<file path="config.mk">
export PLATFORM = sky130hd
export DESIGN_NAME = ysyx_210544_rtc_ctrl
export DESIGN_NICKNAME = d
export VERILOG_FILES = /design/src/rtl/ysyx_210544_rtc_pkg.sv /design/src/rtl/ysyx_210544_rtc_prescaler.sv /design/src/rtl/ysyx_210544_rtc_ctrl.sv
export SDC_FILE = /design/constraint.sdc
export NUM_CORES = 1
export LEC_CHECK = 0
export CAP_MARGIN = 0
export CORE_AREA = 2 2 152 154
export CTS_CLUSTER_DIAMETER = 100
export DETAILED_ROUTE_END_ITERATION = 10
export DIE_AREA = 0 0 154 156
export GPL_ROUTABILITY_DRIVEN = 0
export PLACE_DENSITY = 0.85
export SYNTH_ARGS = -nofsm -noshare
export SYNTH_HDL_FRONTEND = slang
export SYNTH_SLANG_ARGS = --single-unit
export TNS_END_PERCENT = 1
</file>
<file path="constraint.sdc">
create_clock -name clk -period 4.57 [get_ports clk]
set_clock_uncertainty 0.05 [all_clocks]
set_input_delay 0.914 -clock clk [delete_from_list [all_inputs] [get_ports clk]]
set_output_delay 0.914 -clock clk [all_outputs]
set_load 0.01 [all_outputs]
</file>
<file path="src/rtl/ysyx_210544_rtc_pkg.sv">
// Shared constants for the RTC controller: register map, packed-time layout, FSM states.
// rtc_pack() builds the packed time word the calendar core consumes.
package ysyx_210544_rtc_pkg;

  localparam int BUS_64 = 64;

  localparam logic [1:0] ADDR_TIME     = 2'd0;
  localparam logic [1:0] ADDR_PRESCALE = 2'd1;
  localparam logic [1:0] ADDR_CTRL     = 2'd2;
  localparam logic [1:0] ADDR_ALARM    = 2'd3;

  localparam int SEC_W  = 6;
  localparam int MIN_W  = 6;
  localparam int HOUR_W = 6;
  localparam int DAY_W  = 5;
  localparam int MON_W  = 4;
  localparam int YEAR_W = 16;

  localparam int SEC_OFF  = 0;
  localparam int MIN_OFF  = SEC_OFF + SEC_W;
  localparam int HOUR_OFF = MIN_OFF + MIN_W;
  localparam int DAY_OFF  = HOUR_OFF + HOUR_W;
  localparam int MON_OFF  = DAY_OFF + DAY_W;
  localparam int YEAR_OFF = MON_OFF + MON_W;
  localparam int TIME_W   = YEAR_OFF + YEAR_W;

  typedef enum logic [1:0] {
    ST_IDLE   = 2'd0,
    ST_ACCESS = 2'd1,
    ST_RESP   = 2'd2
  } rtc_state_t;

  function automatic logic [BUS_64-1:0] rtc_pack(
    input logic [YEAR_W-1:0] year,
    input logic [MON_W-1:0]  month,
    input logic [DAY_W-1:0]  day,
    input logic [HOUR_W-1:0] hour,
    input logic [MIN_W-1:0]  minute,
    input logic [SEC_W-1:0]  second
  );
    logic [BUS_64-1:0] v;
    v = '0;
    v[YEAR_OFF +: YEAR_W] = year;
    v[MON_OFF  +: MON_W]  = month;
    v[DAY_OFF  +: DAY_W]  = day;
    v[HOUR_OFF +: HOUR_W] = hour;
    v[MIN_OFF  +: MIN_W]  = minute;
    v[SEC_OFF  +: SEC_W]  = second;
    return v;
  endfunction

endpackage

</file>
<file path="src/rtl/ysyx_210544_rtc_prescaler.sv">
// Second-tick prescaler: tick is a same-cycle pulse when cnt hits prescale-1 while running.
// clear zeroes cnt and masks a coincident tick; run=0 freezes cnt.
module ysyx_210544_rtc_prescaler #(
  parameter int CNT_W = 32
) (
  input  logic             clk,
  input  logic             rst,
  input  logic             run,
  input  logic             clear,
  input  logic [CNT_W-1:0] prescale,
  output logic             tick
);

  logic [CNT_W-1:0] cnt;
  logic             wrap;

  assign wrap = (cnt == (prescale - CNT_W'(1)));
  assign tick = run & wrap & ~clear;

  always_ff @(posedge clk or negedge rst) begin
    if (!rst) begin
      cnt <= '0;
    end else if (clear) begin
      cnt <= '0;
    end else if (run) begin
      cnt <= wrap ? '0 : cnt + CNT_W'(1);
    end
  end

endmodule

</file>
<file path="src/rtl/ysyx_210544_rtc_ctrl.sv">
// RTC controller: round-robin arbiter, IDLE->ACCESS->RESP register FSM, prescaler; response at N+2.
// One request in flight; req_ready stays low until the response is taken. Alarm logic under RTC_ALARM_EN.
module ysyx_210544_rtc_ctrl
  import ysyx_210544_rtc_pkg::*;
#(
  parameter int PRESCALE_RST = 100,
  parameter int CNT_W        = 32
) (
  input  logic              clk,
  input  logic              rst,
  input  logic [1:0]        req_valid,
  output logic [1:0]        req_ready,
  input  logic [1:0]        req_wr,
  input  logic [3:0]        req_addr,
  input  logic [127:0]      req_wdata,
  output logic              resp_valid,
  input  logic              resp_ready,
  output logic              resp_id,
  output logic [BUS_64-1:0] resp_rdata,
  input  logic [BUS_64-1:0] rtc_val,
  output logic              rtc_tick,
  output logic              rtc_load,
  output logic [BUS_64-1:0] rtc_load_val,
  output logic              alarm_irq
);

  rtc_state_t        state;
  logic              last_grant;
  logic              gnt_id;
  logic              hs;
  logic              sel_wr;
  logic [1:0]        sel_addr;
  logic [BUS_64-1:0] sel_wdata;
  logic              cur_id;
  logic              cur_wr;
  logic [1:0]        cur_addr;
  logic [TIME_W-1:0] cur_wdata;
  logic [CNT_W-1:0]  prescale;
  logic              run;
  logic              acc_wr;
  logic              cnt_clear;
  logic              alarm_en_rd;
  logic [TIME_W-1:0] alarm_rd;
  logic [BUS_64-1:0] rd_mux;
  logic              unused_bits;

  // Both valid: alternate away from the last winner; otherwise serve whoever asks.
  assign gnt_id    = (&req_valid) ? ~last_grant : req_valid[1];
  assign req_ready = (rst && state == ST_IDLE && |req_valid) ? (gnt_id ? 2'b10 : 2'b01) : 2'b00;
  assign hs        = |(req_valid & req_ready);
  assign sel_wr    = req_wr[gnt_id];
  assign sel_addr  = gnt_id ? req_addr[3:2] : req_addr[1:0];
  assign sel_wdata = gnt_id ? req_wdata[127:64] : req_wdata[63:0];

  assign acc_wr    = (state == ST_ACCESS) && cur_wr;
  assign cnt_clear = acc_wr && (cur_addr == ADDR_TIME || cur_addr == ADDR_PRESCALE);

  always_comb begin
    rd_mux = '0;
    if (!cur_wr) begin
      case (cur_addr)
        ADDR_TIME:     rd_mux = rtc_val;
        ADDR_PRESCALE: rd_mux[CNT_W-1:0] = prescale;
        ADDR_CTRL:     rd_mux[1:0] = {alarm_en_rd, run};
        default:       rd_mux[TIME_W-1:0] = alarm_rd;
      endcase
    end
  end

  always_ff @(posedge clk or negedge rst) begin
    if (!rst) begin
      state        <= ST_IDLE;
      last_grant   <= 1'b1;
      cur_id       <= 1'b0;
      cur_wr       <= 1'b0;
      cur_addr     <= '0;
      cur_wdata    <= '0;
      resp_valid   <= 1'b0;
      resp_id      <= 1'b0;
      resp_rdata   <= '0;
      rtc_load     <= 1'b0;
      rtc_load_val <= '0;
      prescale     <= CNT_W'(PRESCALE_RST);
      run          <= 1'b0;
    end else begin
      rtc_load <= 1'b0;
      case (state)
        ST_IDLE: begin
          if (hs) begin
            cur_id     <= gnt_id;
            cur_wr     <= sel_wr;
            cur_addr   <= sel_addr;
            cur_wdata  <= sel_wdata[TIME_W-1:0];
            last_grant <= gnt_id;
            state      <= ST_ACCESS;
            // Registered so the load pulse lands in the ACCESS cycle.
            if (sel_wr && sel_addr == ADDR_TIME) begin
              rtc_load     <= 1'b1;
              rtc_load_val <= {{(BUS_64-TIME_W){1'b0}}, sel_wdata[TIME_W-1:0]};
            end
          end
        end
        ST_ACCESS: begin
          resp_valid <= 1'b1;
          resp_id    <= cur_id;
          resp_rdata <= rd_mux;
          state      <= ST_RESP;
          if (acc_wr && cur_addr == ADDR_PRESCALE)
            prescale <= (cur_wdata[CNT_W-1:0] == '0) ? CNT_W'(1) : cur_wdata[CNT_W-1:0];
          if (acc_wr && cur_addr == ADDR_CTRL)
            run <= cur_wdata[0];
        end
        ST_RESP: begin
          if (resp_ready) begin
            resp_valid <= 1'b0;
            state      <= ST_IDLE;
          end
        end
        default: state <= ST_IDLE;
      endcase
    end
  end

  ysyx_210544_rtc_prescaler #(.CNT_W(CNT_W)) u_prescaler (
    .clk      (clk),
    .rst      (rst),
    .run      (run),
    .clear    (cnt_clear),
    .prescale (prescale),
    .tick     (rtc_tick)
  );

`ifdef RTC_ALARM_EN
  logic              alarm_en;
  logic [TIME_W-1:0] alarm;
  logic              alarm_chk;

  assign alarm_en_rd = alarm_en;
  assign alarm_rd    = alarm;

  // rtc_val reflects a tick/load one cycle later, so the compare is delayed to match.
  always_ff @(posedge clk or negedge rst) begin
    if (!rst) begin
      alarm_en  <= 1'b0;
      alarm     <= '0;
      alarm_chk <= 1'b0;
      alarm_irq <= 1'b0;
    end else begin
      alarm_chk <= rtc_tick | rtc_load;
      if (acc_wr && cur_addr == ADDR_CTRL)
        alarm_en <= cur_wdata[1];
      if (acc_wr && cur_addr == ADDR_ALARM)
        alarm <= cur_wdata;
      if (alarm_en && alarm_chk && rtc_val[TIME_W-1:0] == alarm)
        alarm_irq <= 1'b1;
      else if (acc_wr && cur_addr == ADDR_CTRL && cur_wdata[2])
        alarm_irq <= 1'b0;
    end
  end
`else
  assign alarm_en_rd = 1'b0;
  assign alarm_rd    = '0;
  assign alarm_irq   = 1'b0;
`endif

  assign unused_bits = &{1'b0, sel_wdata[BUS_64-1:TIME_W], cur_wdata};

endmodule

</file>
==> flow_summary.toml, run 1 <==
[status]
status = "complete, no violations"

[floorplan]
initial_core_util = 0.464
die_h_um = 156
row_count = 55
fp.dieW_um = 154
core_mm2 = 0.0224
num_io_pins = 338
design.die.area_mm2 = 0.0240

[routing]
dr.pass1.iters = 6
postRouteAntennaNets = 0
wl_per_cell_um = 18.5
viasPerCell = 5.69
vias = 9048
route.detailed.drc = 0
wirelength_um = 29300
drt_first_iter_violations = 686

[synthesis]
synth.yosys.seq_area_share = 0.516
synthTopCellsByArea = "dfrtp_1 51%, nand2_1 3.6%, mux2i_1 3.5%"
yosys_warnings = 0
netlist_instances = 1034
synth_top_flop_cell = "dfrtp_1"
synth_area_per_cell_um2 = 10.0
ys_async_sr_fraction = 1.00
yosys.area.top_type = "dfrtp_1"
synth_edf_count = 0
synth_top_area_share = 0.506
synth_cell_type_count = 65
netlist_area_mm2 = 0.0104
synth-seq-cells = 214

[timing]
setup_violations = 0
slew_headroom = 0.445
period_share = 0.959
fmax_ghz = 0.228
finalMaxSlewViolations = 0
worst_pin_slew_ns = 0.830
rsz0062_at_grt = "no"
tns_ns = 0
fin_crit_ns = 4.38
hold_violations = 0

[job]
timing.max_cap.violations = 0

[setup_path]
crit_slowest_cell = "or4_1"
crit_type = "flip-flop to output pin"
cp-end-kind = "output pin"
arrival_ns = 3.42
crit_fanout = 6
required_ns = 3.61
start_kind = "flip-flop"
r2r_slack_ns = 0.81
worst_path_largest_cell_delay_ns = 0.56
crit_chain = "inv_1 > ha_2 > or3b_2 > or4_1 > a32oi_2 > nand4_1 > nor4_2 > nand4_2 > nor2_4 > clkbuf_2"

[clock_network]
clock_latency_ns = 0.52
cts-root-buf = "clkbuf_16"
clkTransAtPathRegs_ns = 0.06
cts_made_buffers = 24
cts_tree = "yes"
cts_sinks = 214
h-tree-depth = 1
clk_path_buf_depth = 3

[grt]
antenna_found_initial = 0
grt_use_total = 0.242
grt_pass1_vias = 8921
grt_first_pass_wirelength_um = 46900
grt_max_degree = 70
grt_overflow = 0

[finish]
nets = 1491
area_delta_synth_final_pct = 37.8
fillers = 1716
drive_gt1_frac = 0.0997
final-instance-count-excl-fill = 1589
fin_util = 0.640
insertedDiodeCount = 0

[place]
port_buffers = 273
dp_hpwl_um = 21300
place_inst = 1544

[hold_path]
hp-class = "input pin to asynchronous set/reset pin"

[power_and_ir_drop]
p_leak_nw = 6.34
total_power_mw = 9.03
power.density_mw_per_mm2 = 631
peakVddDrop_mv = 0.396
[worst max-delay path, delay by kind of cell, from the launching register on]
family	cells	cell delay (ns)
adder cells (fa/ha/maj)	1	0.20
flip-flops	1	0.45
AND/OR/NAND/NOR	6	1.84
AO/OA/AOI/OAI	1	0.18
buffers and inverters	2	0.22
[registers in the layout (all words and copies together) (netlist names)]
name,flops
cur_addr,2
cur_id,1
cur_wdata,32
cur_wr,1
last_grant,1
prescale,32
resp_id,1
resp_rdata,64
resp_valid,1
rtc_load,1
rtc_load_val,43
run,1
state,2
u_prescaler.cnt,32
[synthesized netlist by cell type, types with 23 or more instances]
cell,n
dfrtp_1,210
nand2_1,99
nor2_1,96
clkbuf_1,64
o21ai_0,45
inv_1,44
a21oi_1,40
xnor2_1,39
mux2i_1,36
a22o_1,34
a222oi_1,32
mux2_2,32
nand3_1,29
a31oi_1,23
nor4_1,23
[final cells by class]
| type | count | area [um2] | share of cell area |
|---|---|---|---|
| Clock buffer | 32 | 701 | 0.0490 |
| Clock inverter | 12 | 251 | 0.0176 |
| Timing Repair Buffer | 299 | 2940 | 0.205 |
| Inverter | 44 | 165 | 0.0115 |
| Sequential cell | 214 | 5360 | 0.375 |
| Multi-Input combinational cell | 703 | 4540 | 0.317 |
| Tap cell | 285 | 357 | 0.0249 |
[cell usage in the layout, fill, tap and decap left out, types with 4 or more instances in the layout]
cell             instances
a211oi_1                 5
a21oi_1                 40
a222oi_1                32
a22o_1                  34
a31oi_1                 23
and3_1                   5
buf_4                   25
bufinv_16                7
clkbuf_16               24
clkbuf_8                 7
clkdlybuf4s50_1        271
conb_1                  22
dfrtp_1                208
dfstp_2                  4
inv_1                   44
mux2_2                  32
mux2i_1                 36
nand2_1                 98
nand3_1                 29
nand4_1                 21
nand4b_1                 5
nor2_1                  94
nor2b_1                  5
nor3_1                  19
nor4_1                  21
nor4_2                   4
o211ai_1                 4
o21ai_0                 45
o22ai_1                  4
o31ai_1                  5
or3_1                    6
or4_1                   10
xnor2_1                 39
xor2_1                  15
[cells by family after synthesis]
logic type,count (synthesis),share of synthesized area
flip-flops,214,0.516
other,1,0.000361
AND/OR/NAND/NOR,347,0.165
adder cells (fa/ha/maj),2,0.00241
multiplexers,68,0.0694
XOR/XNOR,54,0.0455
AO/OA/AOI/OAI,210,0.142
buffers and inverters,138,0.0602
[path summary, 6_finish.rpt]
kind                             start                  end  depth (start not counted)
setup reg to reg           prescale[1]  u_prescaler.cnt[21]                         11
max in group asynchronous          rst          prescale[4]                          3
min in group clk                cur_id               cur_id                          1
hold reg to reg                 cur_id               cur_id                          1
setup / recovery           prescale[1]             rtc_tick                         10
hold / removal                     rst  u_prescaler.cnt[23]                          1
[per-stage QoR]
| step | cell area (um2) | setup WS (ns) | hold slack (ns) |
|---|---|---|---|
| 2_1_floorplan | 10500 | 0.714 | 0.396 |
| 3_3_place_gp | 13300 | 0.264 | 0.409 |
| 3_5_place_dp | 13300 | 0.241 | 0.417 |
| 4_1_cts | 14300 | 0.105 | 0.240 |
| 5_1_grt | 14300 | 0.000611 | 0.257 |
| 6_report | 14300 | 0.186 | 0.238 |
[routing by layer]
layer	part of all wire	vias to the layer above	track usage
met5	0	-	0
met4	0.029	0	0.0752
met3	0.086	71	0.0539
met2	0.49	424	0.410
met1	0.40	4377	0.310
li1	-	4176	-
[repair_timing]
| item | in CTS | in global routing |
|---|---|---|
| endpoints found under the setup margin | 1 | 1 |
| pin swaps | 2 | 2 |
| resized for setup | 4 | 7 |
| cloned | 0 | 0 |
| hold buffers | 0 | 0 |
| buffers inserted | 0 | 1 |
[power by group]
group	internal [mW]	switching (mW)
sequential	2.59	0.700
clock	1.47	0.786
combinational	1.79	1.69
No activity file was read; power rests on OpenSTA's default activity.
==> inputs of run 2 (changes only) <==
SKIP_LAST_GASP = 1   (was default)
==> results of run 2 <==
Same layout as run 1: the final DEF is identical, and so are final timing and power.
==> inputs of run 3 (changes only) <==
GPL_TIMING_DRIVEN = 0   (was default)
==> flow_summary.toml, run 3 (synthesized netlist as in run 1, its figures left out) <==
[status]
status = "complete, no violations"

[floorplan]
initial_core_util = 0.464
fp.dieW_um = 154
die_h_um = 156
core_mm2 = 0.0224
row_count = 55
design.die.area_mm2 = 0.0240
num_io_pins = 338

[power_and_ir_drop]
peakVddDrop_mv = 0.343
total_power_mw = 8.68
p_leak_nw = 6.35
power.density_mw_per_mm2 = 602

[timing]
rsz0062_at_grt = "yes"
fmax_ghz = 0.223
finalMaxSlewViolations = 0
setup_violations = 0
period_share = 0.980
worst_pin_slew_ns = 0.797
slew_headroom = 0.469
hold_violations = 0
fin_crit_ns = 4.48

[routing]
wl_per_cell_um = 19.5
vias = 9533
dr.pass1.iters = 7
route.detailed.drc = 0
viasPerCell = 5.75
wirelength_um = 32400
drt_first_iter_violations = 884
postRouteAntennaNets = 0

[clock_network]
clock_latency_ns = 0.51
clk_path_buf_depth = 3
clkTransAtPathRegs_ns = 0.06
cts_made_buffers = 23
h-tree-depth = 1
cts_tree = "yes"
cts_sinks = 214
cts-root-buf = "clkbuf_16"

[finish]
drive_gt1_frac = 0.0940
layout_top_registers = "resp_rdata (64), rtc_load_val (43)"
fin_util = 0.644
nets = 1565
final_cell_area_mm2 = 0.0144
insertedDiodeCount = 0
layout_commonest_cell = "clkdlybuf4s50_1"
area_delta_synth_final_pct = 38.7
regMostFlops = "resp_rdata"
final_cell_mix = "271 x clkdlybuf4s50_1, 207 x dfrtp_1, 99 x nand2_1"
largest_reg_flops = 64

[setup_path]
required_ns = 3.61
crit_fanout = 9
arrival_ns = 3.52
crit_family = "simple AND/OR/NAND/NOR gates"
rr_worst_depth = 13
crit_type = "flip-flop to output pin"
crit_slowest_cell = "or4_1"
worstReg2RegStart = "prescale[20]"
worst_path_largest_cell_delay_ns = 0.49
crit_chain = "buf_6 > or4_1 > buf_4 > or4b_1 > a222oi_1 > mux2i_1 > nor4_2 > nand4_2 > nor2_1 > buf_2"
start_kind = "flip-flop"
rr_endpoint = "u_prescaler.cnt[20]"
cp_num_buf_inv = 3
r2r_slack_ns = 0.88
cp-end-kind = "output pin"

[place]
port_buffers = 273
dp_hpwl_um = 23900
dpl-instance-area_mm2 = 0.0136

[grt]
grt_first_pass_wirelength_um = 51400
grt_max_degree = 122
grtUsageMet2 = 0.476
grt.met3_usage = 0.0503
grt_overflow = 0
busiest_layer = "met2"
use_met1 = 0.321
grt_use_total = 0.268
antenna_found_initial = 0
grt_pass1_vias = 9623

[job]
timing.max_cap.violations = 0

[hold_path]
hp-class = "input pin to asynchronous set/reset pin"
==> run 3: cell types whose count changed in the layout (fill, tap and decap cells not counted), moves of 2 or more <==
cell       before  now
nor4_1         21   18
bufinv_16       7    0
buf_6           0    3
nor4_4          0    2
buf_1           0    3
clkbuf_1        1   70
buf_4          25   31
clkbuf_8        7    3
nor2_1         94   96
==> run 3: repair_timing <==
action | 4_1_cts | 5_1_grt
hold buffers | 0 | 0
resized for setup | 14 | 11
pin swaps | 2 | 5
buffers inserted | 4 | 3
setup endpoints to repair | 1 | 4
==> run 3: report_power, final <==
group          internal, mW  leakage (nW)  total, mW  switching, mW
Clock                 0.974         0.326       1.72          0.748
Sequential             2.59          2.76       3.22          0.636
Combinational          1.82          3.27       3.73           1.91
Total                  5.38          6.35       8.68           3.29
==> run 3: layer usage <==
| layer | wire (um) | up-vias |
|---|---|---|
| li1 | - | 4341 |
| met3 | 2580 | 107 |
| met1 | 12200 | 4585 |
| met2 | 16200 | 500 |
| met4 | 1480 | 0 |
| met5 | 0 | - |
==> run 3: worst reg2reg max path: cells and delay by family, from the launching register on <==
| kind | cells | cell delay [ns] |
|---|---|---|
| buf+inv | 5 | 0.84 |
| mux | 1 | 0.19 |
| flops | 1 | 0.37 |
| compound gates | 2 | 0.60 |
| simple gates | 5 | 1.53 |
==> run 3: through the flow <==
step	setup WS (ns)	hold WS, ns	std cells	TNS, ns
2_1_floorplan	0.714	0.396	1055	0
3_3_place_gp	-6.55	0.417	1613	-1821.21
3_5_place_dp	-0.200	0.428	1615	-0.375
4_1_cts	0.0272	0.410	1657	0
5_1_grt	-0.119	0.332	1658	-0.119
6_report	0.0901	0.278	1658	0
==> run 3: area by class of cell <==
type	instances	area, um2
fill	1699	7960
sequential	214	5360
multi-input combinational	703	4560
timing repair buffer	282	2830
clock buffer	33	643
buffer	92	454
tap	285	357
inverter	44	165
clock inverter	5	33.8
==> run 3: how the worst max path moves through the flow <==
stage                       startpoint          endpoint  slack [ns]  cells past startpoint
final                     prescale[20]          rtc_tick        0.09                     10
after global routing       prescale[1]          rtc_tick       -0.12                     10
after CTS                 prescale[20]          rtc_tick        0.03                     11
after detailed placement   prescale[0]          rtc_tick       -0.20                     11
after global placement             rst  rtc_load_val[13]       -6.55                     10
after floorplan           prescale[20]          rtc_tick        0.71                     10
